==> config.mk <==
export PLATFORM = sky130hd
export DESIGN_NAME = ifu_fetch_flat
export DESIGN_NICKNAME = d
export VERILOG_FILES = /design/src/rtl/ifu_fetch_if.sv /design/src/rtl/ifu_fetch.sv /design/src/flat_wrapper.sv
export SDC_FILE = /design/constraint.sdc
export NUM_CORES = 1
export LEC_CHECK = 0
export ABC_AREA = 1
export CAP_MARGIN = 15
export CORE_ASPECT_RATIO = 1.75
export CORE_MARGIN = 10
export CORE_UTILIZATION = 44
export CTS_BUF_LIST = sky130_fd_sc_hd__clkbuf_8
export DETAILED_ROUTE_END_ITERATION = 16
export PLACE_DENSITY_LB_ADDON = 0.12
export SYNTH_ARGS = -nofsm -noshare
export SYNTH_HDL_FRONTEND = slang
export SYNTH_SLANG_ARGS = --single-unit
==> constraint.sdc <==
create_clock -name clk -period 1.5 [get_ports clk]
set_input_delay 0.3 -clock clk [delete_from_list [all_inputs] [get_ports clk]]
set_output_delay 0.3 -clock clk [all_outputs]
set_load 0.1 [all_outputs]
==> src/rtl/ifu_fetch_if.sv <==
// Handshake bundle between the fetch unit, the next-PC block, instruction
// memory and the core. The slave modport is the fetch unit's view.
interface ifu_fetch_if;
  logic [31:0] npc;
  logic [31:0] pc;
  logic        imem_req;
  logic [31:0] imem_addr;
  logic        imem_ready;
  logic [31:0] imem_rdata;
  logic [31:0] instr;
  logic        instr_valid;
  logic        instr_ack;
  logic        fault;
  logic [31:0] fetch_cnt;

  modport slave (
    input  npc, imem_ready, imem_rdata, instr_ack,
    output pc, imem_req, imem_addr, instr, instr_valid, fault, fetch_cnt
  );

  modport master (
    output npc, imem_ready, imem_rdata, instr_ack,
    input  pc, imem_req, imem_addr, instr, instr_valid, fault, fetch_cnt
  );
endinterface

==> src/rtl/ifu_fetch.sv <==
// Instruction-fetch unit: holds the PC, reads one word per instruction,
// presents it to the core and advances to npc on acknowledge.
module ifu_fetch #(
  parameter logic [31:0] RESET_PC = 32'h0000_3000
) (
  input  logic        clk,
  input  logic        rst_n,
  ifu_fetch_if.slave  bus
);

  localparam logic [1:0] ST_IDLE  = 2'd0;
  localparam logic [1:0] ST_FETCH = 2'd1;
  localparam logic [1:0] ST_HOLD  = 2'd2;
  localparam logic [1:0] ST_FAULT = 2'd3;

  logic [1:0]  state_q, state_d;
  logic [31:0] pc_q, pc_d;
  logic [31:0] instr_q, instr_d;
  logic [31:0] fetch_cnt_q, fetch_cnt_d;
  logic        fault_q, fault_d;
  logic        imem_req_q, imem_req_d;
  logic        instr_valid_q, instr_valid_d;

  function automatic logic is_misaligned(input logic [31:0] addr);
    return (addr[1:0] != 2'b00);
  endfunction

  // Next-state and datapath decode; outputs are pre-decoded from the next state
  always_comb begin
    state_d     = state_q;
    pc_d        = pc_q;
    instr_d     = instr_q;
    fetch_cnt_d = fetch_cnt_q;
    case (state_q)
      ST_IDLE: begin
        state_d = ST_FETCH;
      end
      ST_FETCH: begin
        if (bus.imem_ready) begin
          instr_d = bus.imem_rdata;
          state_d = ST_HOLD;
        end else begin
          state_d = ST_FETCH;
        end
      end
      ST_HOLD: begin
        if (bus.instr_ack) begin
          if (is_misaligned(bus.npc)) begin
            state_d = ST_FAULT;
          end else begin
            pc_d        = bus.npc;
            fetch_cnt_d = fetch_cnt_q + 32'd1;
            state_d     = ST_FETCH;
          end
        end else begin
          state_d = ST_HOLD;
        end
      end
      ST_FAULT: begin
        state_d = ST_FAULT;
      end
      default: begin
        state_d = ST_IDLE;
      end
    endcase
    imem_req_d    = (state_d == ST_FETCH);
    instr_valid_d = (state_d == ST_HOLD);
    fault_d       = (state_d == ST_FAULT);
  end

  // State, PC, instruction, counter and registered output flags
  always_ff @(posedge clk or negedge rst_n) begin
    if (!rst_n) begin
      state_q       <= ST_IDLE;
      pc_q          <= RESET_PC;
      instr_q       <= 32'h0000_0000;
      fetch_cnt_q   <= 32'h0000_0000;
      fault_q       <= 1'b0;
      imem_req_q    <= 1'b0;
      instr_valid_q <= 1'b0;
    end else begin
      state_q       <= state_d;
      pc_q          <= pc_d;
      instr_q       <= instr_d;
      fetch_cnt_q   <= fetch_cnt_d;
      fault_q       <= fault_d;
      imem_req_q    <= imem_req_d;
      instr_valid_q <= instr_valid_d;
    end
  end

  assign bus.pc          = pc_q;
  assign bus.imem_addr   = pc_q;
  assign bus.imem_req    = imem_req_q;
  assign bus.instr       = instr_q;
  assign bus.instr_valid = instr_valid_q;
  assign bus.fault       = fault_q;
  assign bus.fetch_cnt   = fetch_cnt_q;

endmodule

==> src/flat_wrapper.sv <==
// flat-port wrapper written by rule: the top's interface ports become plain ports
module ifu_fetch_flat 
#(
  parameter logic [31:0] RESET_PC = 32'h0000_3000
)
  (clk, rst_n, bus_npc, bus_imem_ready, bus_imem_rdata, bus_instr_ack, bus_pc, bus_imem_req, bus_imem_addr, bus_instr, bus_instr_valid, bus_fault, bus_fetch_cnt);
  ifu_fetch_if bus_i ();
  input  logic clk;
  input  logic rst_n;
  input wire logic [$bits(bus_i.npc)-1:0] bus_npc;
  input wire logic [$bits(bus_i.imem_ready)-1:0] bus_imem_ready;
  input wire logic [$bits(bus_i.imem_rdata)-1:0] bus_imem_rdata;
  input wire logic [$bits(bus_i.instr_ack)-1:0] bus_instr_ack;
  output wire logic [$bits(bus_i.pc)-1:0] bus_pc;
  output wire logic [$bits(bus_i.imem_req)-1:0] bus_imem_req;
  output wire logic [$bits(bus_i.imem_addr)-1:0] bus_imem_addr;
  output wire logic [$bits(bus_i.instr)-1:0] bus_instr;
  output wire logic [$bits(bus_i.instr_valid)-1:0] bus_instr_valid;
  output wire logic [$bits(bus_i.fault)-1:0] bus_fault;
  output wire logic [$bits(bus_i.fetch_cnt)-1:0] bus_fetch_cnt;
  assign bus_i.npc = bus_npc;
  assign bus_i.imem_ready = bus_imem_ready;
  assign bus_i.imem_rdata = bus_imem_rdata;
  assign bus_i.instr_ack = bus_instr_ack;
  assign bus_pc = bus_i.pc;
  assign bus_imem_req = bus_i.imem_req;
  assign bus_imem_addr = bus_i.imem_addr;
  assign bus_instr = bus_i.instr;
  assign bus_instr_valid = bus_i.instr_valid;
  assign bus_fault = bus_i.fault;
  assign bus_fetch_cnt = bus_i.fetch_cnt;
  ifu_fetch #(.RESET_PC(RESET_PC)) u_core (.clk(clk), .rst_n(rst_n), .bus(bus_i));
endmodule
==> qor.yml <==
finalSetupViolations: 4
fin_crit_ns: 1.532
track_usage: 0.2061
die_h_um: 155.2
cts_buffer_depth: 2
worst-setup-path-type: "reg2out"
placedCellCount: 780
yosysMostFrequentCell: "nand2_1"
slowest_delay_ns: 0.68
seq_area_frac_synth: 0.5507
fmax_ghz: 0.6528
crit_family: "flip-flops"
status: "finished with violations"
start_util: 0.4487
grt-ovfl-total: 0
wire_per_inst_um: 19.82
die_w_um: 97.25
async_flop_share: 1.000
path_cells: "buf_12"
areaGrowthSynthToFinish_pct: 84.23
slew_headroom: 0.6283
syn_nets: 552
rrSetupSlack_ns: 0
route.vias.total: 3995
cts_tree: "built"
startpoint_type: "register"
cp_num_cells: 1
hpwlAfterDp_um: 12400
p_clk_frac: 0.209
post-route-worst-setup-slack_ns: -0.03193
syn_inst: 483
row_count: 49
holdWs_ns: -0.04467
postCtsHoldBufs: 0
powerDensity_nw_per_um2: 1067
p_comb_frac: 0.430
hold_violations: 30
yosys_warnings: 0
antenna_left: 0
drv_cap: 0
post_drt_via_cell_ratio: 4.975
synth_area_per_cell_um2: 9.512
remaining_drc_errors: 0
r2r_cells: 8
n_antenna_cell: 0
endpoint_kind: "primary output"
synth-edff-count: 0
violations: "negative hold slack, negative setup slack"
p_int_mw: 5.298
arrival_ns: 1.23
ios: 199
synthTopCellsByArea: "dfrtp_1 (54%), nand2_1 (14%), mux2_2 (7.8%)"
leakage_nw: 3.798
instances_no_fill: 803
p_sw_mw: 3.731
fin_nets: 740
grt_setup_unrepaired: "yes"
finClkSkew_ns: 0.01523
cts_root_buffer: "clkbuf_8"
worst_pin_slew_ns: 0.5575
p_total_mw: 9.028
synthTopCellsByCount: "nand2_1 (169), dfrtp_1 (99), buf_4 (36), nor2_1 (36), inv_1 (33)"
clkLatencyLatePin_ns: 0.38
synth_top_area_cell: "dfrtp_1"
grt_pass1_wl_um: 24580
h-tree-depth: 3
ys_ff_latch: 101
crit_buf_inv: 1
critPathSlowestCell: "dfstp_4"
drive_gt1_frac: 0.4556
yosys.area.top_type_share: 0.5392
p_sw_frac: 0.4132
holdCritPathClass: "in2async"
die-area_um2: 15090
grt_max_degree: 102
path_max_fanout: 3
seqPwrFrac: 0.362
ir_drop_uv: 1052
syn_area_um2: 4594
clk_pin_slew_ns: 0.09
required_ns: 1.20
numCtsBuffers: 9
totalWireLength_um: 15920
port_buffers: 198
final_max_slew_viol_count: 0
finalWeightedCongestion: 0.9230
drt_iter0_drc: 195
antenna_found_initial: 0
finalCritPeriodShare: 1.021
drt_first_pass_iters: 6
synth_cell_type_count: 24
ys.flop_type: "dfrtp_1"
grt_pass1_vias: 4536
core_area_um2: 10240
cts_sinks: 101
## metrics by stage
stage / setup TNS, ns / instance area, µm² / util / setup slack [ns]
floorplan: -0.01894 / 4795 / - / -0.01378
global placement: -15.40 / 8083 / 0.7894 / -0.2516
detailed placement: -18.02 / 8083 / 0.7894 / -0.3187
CTS: -0.1464 / 8310 / 0.8117 / -0.04615
global route: -0.8718 / 8464 / 0.8267 / -0.1087
finish: -0.08381 / 8464 / 0.8267 / -0.03193
## flip-flops by register name, indices dropped and copies added (netlist names)
| signal | count |
|---|---|
| u_core.bus.fault | 1 |
| u_core.bus.fetch_cnt | 32 |
| u_core.bus.imem_addr | 32 |
| u_core.bus.imem_req | 1 |
| u_core.bus.instr | 32 |
| u_core.bus.instr_valid | 1 |
| u_core.state_q | 2 |
## routing by layer
| metal | GRT usage | vias up | routed length, µm |
|---|---|---|---|
| met5 | 0 | - | 0 |
| met4 | 0.1001 | 0 | 668 |
| met1 | 0.1734 | 1947 | 4648 |
| met3 | 0.1038 | 42 | 1621 |
| li1 | - | 1836 | - |
| met2 | 0.3862 | 170 | 8977 |
## cell type report
| class | instances | area (µm²) |
|---|---|---|
| Multi-Input combinational cell | 306 | 1777 |
| Clock buffer | 10 | 137.6 |
| Sequential cell | 101 | 2670 |
| Clock inverter | 6 | 75.07 |
| Inverter | 33 | 123.9 |
| Fill cell | 538 | 1774 |
| Timing Repair Buffer | 220 | 3522 |
| Tap cell | 127 | 158.9 |
## path summary, 6_finish.rpt
check / from / endpoint
max: u_core.bus.imem_addr[12] / bus_imem_addr[12]
min: rst_n / u_core.bus.fetch_cnt[6]
max reg2reg: u_core.bus.fetch_cnt[1] / u_core.bus.fetch_cnt[24]
min reg2reg: u_core.bus.fetch_cnt[10] / u_core.bus.fetch_cnt[10]
max in group asynchronous: rst_n / u_core.bus.fetch_cnt[19]
min in group clk: bus_npc[12] / u_core.bus.imem_addr[12]
## cells in the final DEF (no fill, tap or decap), types with 10 or more instances in the layout
master / netlist / layout
dfrtp_2: 0 / 37
clkdlybuf4s50_1: 0 / 64
xnor2_1: 10 / 10
dfrtp_1: 99 / 39
mux2_2: 32 / 32
xor2_1: 10 / 10
buf_12: 0 / 135
nand2_1: 169 / 159
nor2_2: 8 / 11
nor2_4: 3 / 12
nor2_1: 36 / 24
clkbuf_8: 0 / 10
buf_4: 36 / 17
nand2_2: 3 / 12
nand3_1: 13 / 10
inv_1: 33 / 33
dfrtp_4: 0 / 23
## power by group through the flow
stage	registers, mW	logic, mW	clock network [mW]
floorplan	4.61	0.942	0
global placement	3.31	3.85	0
detailed placement	3.32	3.89	0
CTS	3.27	3.89	1.90
global route	3.30	3.98	2.03
finish	3.27	3.88	1.88
## kinds of logic (layout without fill, tap and decap cells)
group,Yosys count,after routing,synth area share
simple gates,248,248,0.2288
flops,101,101,0.5507
buf+inv,76,269,0.09477
mux,32,32,0.07843
xor+xnor,20,20,0.03812
compound gates,5,5,0.006532
fa+ha+maj,1,1,0.002723
## what timing repair did
item                                    in CTS  in global routing
resized for setup                            4                 27
setup buffers                                0                  7
pin swaps                                    0                  9
endpoints found under the setup margin       8                 43
Power figures use the tool's default switching activity.
